**src/rtl/half_band_decimator_2_if.sv**
```systemverilog
// rtl/half_band_decimator_2_if.sv - sample-in / decimated-sample-out bundle for the second half-band stage
interface half_band_decimator_2_if;
  logic               clk_en;
  logic signed [17:0] x_in;
  logic signed [17:0] y;
  logic               y_en;
  logic               overrun;

  modport master (output clk_en, x_in, input y, y_en, overrun);
  modport slave  (input clk_en, x_in, output y, y_en, overrun);
endinterface

```
**src/rtl/half_band_decimator_2.sv**
```systemverilog
// rtl/half_band_decimator_2.sv - 11-tap half-band decimate-by-2 FIR, one shared multiplier
// Odd taps are zero and the centre tap is 0.5, so only three multiplies per output are needed.
module half_band_decimator_2 (
  input  logic                    clk,
  input  logic                    reset,
  half_band_decimator_2_if.slave  bus
);
  localparam logic signed [17:0] COEF0 = 18'sd1730;
  localparam logic signed [17:0] COEF1 = -18'sd13369;
  localparam logic signed [17:0] COEF2 = 18'sd77175;

  typedef enum logic [2:0] {S_IDLE, S_M0, S_M1, S_M2, S_FIN} state_t;

  state_t             r_state;
  state_t             w_next;
  logic signed [17:0] r_x [0:10];
  logic               r_phase;
  logic signed [36:0] r_prod;
  logic signed [18:0] r_s1;
  logic signed [18:0] r_s2;
  logic signed [17:0] r_c;
  logic signed [39:0] r_acc;
  logic signed [17:0] r_y;
  logic               r_y_en;
  logic               r_overrun;

  logic               w_trig;
  logic               w_busy;
  logic signed [18:0] w_mul_a;
  logic signed [17:0] w_mul_b;
  logic signed [36:0] w_prod;
  logic signed [39:0] w_prod_ext;
  logic signed [39:0] w_c_ext;
  logic signed [39:0] w_acc_fin;
  logic signed [39:0] w_shift;
  logic signed [17:0] w_y_sat;

  assign w_trig = bus.clk_en & r_phase;
  assign w_busy = (r_state == S_M0) || (r_state == S_M1) || (r_state == S_M2);

  always_ff @(posedge clk) begin
    if (!reset) r_state <= S_IDLE;
    else        r_state <= w_next;
  end

  always_comb begin
    w_next = r_state;
    case (r_state)
      S_IDLE:  if (w_trig) w_next = S_M0;
      S_M0:    w_next = S_M1;
      S_M1:    w_next = S_M2;
      S_M2:    w_next = S_FIN;
      S_FIN:   w_next = w_trig ? S_M0 : S_IDLE;
      default: w_next = S_IDLE;
    endcase
  end

  // The single multiplier: operands are steered by the current FSM step.
  always_comb begin
    w_mul_a = '0;
    w_mul_b = '0;
    case (r_state)
      S_M0: begin
        w_mul_a = 19'(r_x[0]) + 19'(r_x[10]);
        w_mul_b = COEF0;
      end
      S_M1: begin
        w_mul_a = r_s1;
        w_mul_b = COEF1;
      end
      S_M2: begin
        w_mul_a = r_s2;
        w_mul_b = COEF2;
      end
      default: ;
    endcase
  end

  assign w_prod     = 37'(w_mul_a) * 37'(w_mul_b);
  assign w_prod_ext = 40'(r_prod);
  assign w_c_ext    = 40'(r_c) <<< 17;
  assign w_acc_fin  = r_acc + w_prod_ext;
  assign w_shift    = w_acc_fin >>> 18;
  assign w_y_sat    = (w_shift > 40'sd131071)  ? 18'sd131071  :
                      (w_shift < -40'sd131072) ? -18'sd131072 : w_shift[17:0];

  always_ff @(posedge clk) begin
    if (!reset) begin
      for (int i = 0; i < 11; i++) r_x[i] <= '0;
      r_phase   <= 1'b0;
      r_prod    <= '0;
      r_s1      <= '0;
      r_s2      <= '0;
      r_c       <= '0;
      r_acc     <= '0;
      r_y       <= '0;
      r_y_en    <= 1'b0;
      r_overrun <= 1'b0;
    end else begin
      r_y_en <= 1'b0;
      if (bus.clk_en) begin
        r_x[0] <= bus.x_in;
        for (int i = 1; i < 11; i++) r_x[i] <= r_x[i-1];
        r_phase <= ~r_phase;
      end
      if (w_trig && w_busy) r_overrun <= 1'b1;
      // Pair sums and the centre sample are snapshotted so later shifts cannot disturb M1/M2.
      case (r_state)
        S_M0: begin
          r_prod <= w_prod;
          r_s1   <= 19'(r_x[2]) + 19'(r_x[8]);
          r_s2   <= 19'(r_x[4]) + 19'(r_x[6]);
          r_c    <= r_x[5];
        end
        S_M1: begin
          r_prod <= w_prod;
          r_acc  <= w_prod_ext + w_c_ext;
        end
        S_M2: begin
          r_prod <= w_prod;
          r_acc  <= r_acc + w_prod_ext;
        end
        S_FIN: begin
          r_y    <= w_y_sat;
          r_y_en <= 1'b1;
        end
        default: ;
      endcase
    end
  end

  assign bus.y       = r_y;
  assign bus.y_en    = r_y_en;
  assign bus.overrun = r_overrun;
endmodule

```
**src/flat_wrapper.sv**
```systemverilog
// flat-port wrapper written by rule: the top's interface ports become plain ports
module half_band_decimator_2_flat 
  (clk, reset, bus_clk_en, bus_x_in, bus_y, bus_y_en, bus_overrun);
  half_band_decimator_2_if bus_i ();
  input  logic clk;
  input  logic reset;
  input wire logic [$bits(bus_i.clk_en)-1:0] bus_clk_en;
  input wire logic [$bits(bus_i.x_in)-1:0] bus_x_in;
  output wire logic [$bits(bus_i.y)-1:0] bus_y;
  output wire logic [$bits(bus_i.y_en)-1:0] bus_y_en;
  output wire logic [$bits(bus_i.overrun)-1:0] bus_overrun;
  assign bus_i.clk_en = bus_clk_en;
  assign bus_i.x_in = bus_x_in;
  assign bus_y = bus_i.y;
  assign bus_y_en = bus_i.y_en;
  assign bus_overrun = bus_i.overrun;
  half_band_decimator_2 u_core (.clk(clk), .reset(reset), .bus(bus_i));
endmodule
```
**config.mk**
```make
export PLATFORM = sky130hd
export DESIGN_NAME = half_band_decimator_2_flat
export DESIGN_NICKNAME = d
export VERILOG_FILES = /design/src/rtl/half_band_decimator_2_if.sv /design/src/rtl/half_band_decimator_2.sv /design/src/flat_wrapper.sv
export SDC_FILE = /design/constraint.sdc
export NUM_CORES = 1
export LEC_CHECK = 0
export CORE_MARGIN = 3
export CORE_UTILIZATION = 25
export CTS_CLUSTER_SIZE = 8
export DETAILED_ROUTE_END_ITERATION = 10
export GPL_TIMING_DRIVEN = 0
export PLACE_DENSITY = 0.43
export SLEW_MARGIN = 5
export SYNTH_ARGS = -nofsm -noshare
export SYNTH_HDL_FRONTEND = slang
export SYNTH_SLANG_ARGS = --single-unit
```
**constraint.sdc**
```tcl
create_clock -name clk -period 9.91 [get_ports clk]
set_clock_uncertainty 0.1 [all_clocks]
set_input_delay 0.991 -clock clk [delete_from_list [all_inputs] [get_ports clk]]
set_output_delay 0.991 -clock clk [all_outputs]
set_load 0.05 [all_outputs]
```
==> impl_metrics.tcl <==
set metrics [dict create \
    ys_seq_area_share_pct 31.0 \
    fin_crit_sh_pct 96.0 \
    syn_inst 2972 \
    finalSetupViolCount 0 \
    fin_area_mm2 0.0334 \
    clock_path_buffers 3 \
    synth_ff_type "edfxtp_1" \
    drv_cap 0 \
    endpoint_kind "register" \
    ff2ff_path_depth 34 \
    die_x_um 348 \
    crit_slowest_cell "fa_1" \
    start_util_pct 25.4 \
    diodes 0 \
    grt_overflow_total 0 \
    rows 124 \
    whs_ns 0.351 \
    yosysWarnings 0 \
    crit_required_ns 10.26 \
    crit_top_cell "fa_1" \
    min_path_type "reg -> reg" \
    period_needed_ns 9.51 \
    utilization_pct 29.0 \
    die_h_um 348 \
    grt_pass1_wl_um 140000 \
    viasPerCell 4.55 \
    synth_cell_types 87 \
    numPortBuffers 38 \
    path_depth 34 \
    max_stage_delay_ns 0.57 \
    grt_start_max_net_pins 55 \
    finalHoldViolCount 0 \
    ys_seq_elements 355 \
    async_reset_ff_share_pct 0 \
    vias 21000 \
    power.total_mw 4.42 \
    power_density_mw_per_mm2 132 \
    fin_cells 4617 \
    nFillCells 12300 \
    setup_tns_ns 0 \
    status "finished clean" \
    fin_ws_ns 0.397 \
    clkTransAtPathRegs_ns 0.05 \
    relSlewSlack_pct 25.6 \
    pre_cts_ws_ns -0.693 \
    antenna_found_initial 3 \
    hold_path_depth 2 \
    grt_pass1_vias 21900 \
    cts_buffers 50 \
    antenna_left 0 \
    worst_pin_slew_ns 1.12 \
    nets 3645 \
    dp_hpwl_um 77400 \
    peakVddDrop_mv 0.118 \
    dr.first_iter.drc_count 1309 \
    synth_area_per_cell_um2 9.86 \
    crit_family "adder cells" \
    synth_edf_count 198 \
    dieArea_mm2 0.121 \
    wire_per_inst_um 20.2 \
    cts_hold_buf 0 \
    clock_latency_ns 0.61 \
    cts_max_level 2 \
    slew_viol_final 0 \
    io_pins 41 \
    drt_wl_total_um 93300 \
    place.gp.congestion 0.844 \
    p_leak_nw 15.7 \
    areaGrowthSynthToFinish_pct 14.0 \
    core_mm2 0.115 \
    crit_buf_inv 5 \
    cts_tree "done" \
    syn_nets 3543 \
    placedCellCount 4525 \
    drive_gt1_share_pct 6.12 \
    crit_arrival_ns 9.86 \
    netlist_area_mm2 0.0293 \
    drc 0 \
    start_kind "register" \
    fmax_mhz 105 \
    dpl-instance-area_mm2 0.0317 \
    dr.pass1.iters 5 \
    cts_sinks 355 \
    cp_max_fo 6 \
    cts_root_buf "clkbuf_16" \
    worstSetupPathType "reg -> reg" \
    grt.total_usage_pct 15.4 \
]
power breakdown:
| part | internal, mW | switching (mW) |
|---|---|---|
| sequential | 1.65 | 0.0765 |
| clock | 0.964 | 0.673 |
| combinational | 0.365 | 0.687 |
layout by cell type (no fill, tap or decap), drive strengths merged, types with 17 or more instances in the layout:
master         synthesis  final
fa                   304    304
a21o                  61     61
and2                  41     41
clkdlybuf4s50          0     38
nor3                  34     34
ha                   246    246
or2                   24     24
a31oi                 21     21
nand3                 28     28
clkbuf                93    173
xnor2                 81     81
o21ai                 94     94
nand2                261    261
edfxtp               198    198
and3                 207    207
nor2b                 17     17
nand2b                23     23
a211oi                45     45
inv                  469    470
nor2                 131    131
xor2                  46     46
a21oi                215    215
buf                   20     33
mux2i                 20     20
dfxtp                157    157
Yosys cell counts (all sizes together) (3+ instances only):
| master | n | area share, % |
|---|---|---|
| a31o | 4 | 0.12 |
| a31oi | 21 | 0.45 |
| fa | 304 | 21 |
| a311oi | 3 | 0.090 |
| mux2i | 20 | 0.68 |
| and3 | 207 | 4.4 |
| inv | 469 | 6.0 |
| nor2 | 131 | 1.7 |
| o21bai | 15 | 0.38 |
| and2 | 41 | 0.88 |
| nor3 | 34 | 0.61 |
| clkbuf | 93 | 1.2 |
| nor3b | 5 | 0.13 |
| a211oi | 45 | 1.2 |
| or3 | 15 | 0.32 |
| nor4 | 4 | 0.085 |
| o41ai | 4 | 0.21 |
| o22ai | 5 | 0.11 |
| dfxtp | 157 | 11 |
| nand2b | 23 | 0.49 |
| o221ai | 5 | 0.17 |
| nor2b | 17 | 0.36 |
| nand4 | 12 | 0.28 |
| ha | 246 | 11 |
| xor2 | 46 | 1.4 |
| nand3 | 28 | 0.51 |
| o21ai | 94 | 1.6 |
| a21o | 61 | 1.6 |
| o21a | 14 | 0.36 |
| o211ai | 11 | 0.30 |
| a221oi | 3 | 0.090 |
| nand2 | 261 | 3.4 |
| o21ba | 3 | 0.10 |
| a21oi | 215 | 3.9 |
| or2 | 24 | 0.51 |
| edfxtp | 198 | 20 |
| o31ai | 3 | 0.077 |
| buf | 20 | 0.39 |
| xnor2 | 81 | 2.4 |
worst register-to-register path: cells and delay by family (launching register included):
family          cells  cell delay (ns)
xor+xnor            2             0.47
simple gates        4             0.93
flops               1             0.48
buf+inv             5             0.34
compound gates     15             3.05
fa+ha+maj           8             3.98
final cells by class:
cell class | count | area [µm²] | share of cell area, %
buffer | 112 | 463 | 1.39
clock buffer | 81 | 1410 | 4.22
clock inverter | 2 | 50.0 | 0.150
inverter | 469 | 1760 | 5.27
multi-input combinational | 2035 | 18200 | 54.5
sequential | 355 | 9090 | 27.2
tap | 1512 | 1890 | 5.66
timing repair buffer | 51 | 543 | 1.63
layer usage:
layer | global-route usage [%] | wire (µm) | vias to the layer above | part of all wire [%]
li1 | - | - | 10100 | -
met1 | 21.6 | 44700 | 10400 | 48
met2 | 25.2 | 42900 | 346 | 46
met3 | 1.80 | 3520 | 96 | 3.8
met4 | 3.73 | 2220 | 0 | 2.4
met5 | 0 | 0 | - | 0
sequential cells by signal, summed over array words and instances, names as in the netlist:
signal	flops
u_core.r_prod	37
u_core.r_phase	1
u_core.r_x	198
u_core.bus.overrun	1
u_core.r_acc	40
u_core.r_c	18
u_core.r_state	3
u_core.r_s2	19
u_core.r_s1	19
u_core.bus.y	18
u_core.bus.y_en	1
kinds of logic after synthesis:
logic type                 count (synthesis)  share of synthesized area (%)
buffers and inverters                    582                           7.59
muxes                                     21                          0.722
DFF                                      355                           31.0
and+or+nand+nor                          813                           14.1
AOI/OAI and AO/OA                        524                           11.5
xor gates and xnor gates                 127                           3.85
adders and majority gates                550                           31.3
final timing paths:
| kind | start | end | slack, ns |
|---|---|---|---|
| hold reg to reg | u_core.r_s1[5] | u_core.r_s1[5] | 0.35 |
| setup / recovery | u_core.r_x[0][1] | u_core.r_prod[36] | 0.40 |
| hold / removal | u_core.r_s1[5] | u_core.r_s1[5] | 0.35 |
| setup reg to reg | u_core.r_x[0][1] | u_core.r_prod[36] | 0.40 |
what timing repair did:
item | in CTS | in global routing
buffers inserted | 0 | 10
cloned | 0 | 0
pin swaps | 0 | 10
setup endpoints to repair | 11 | 9
resized for setup | 19 | 23
Power figures use the tool's default switching activity.
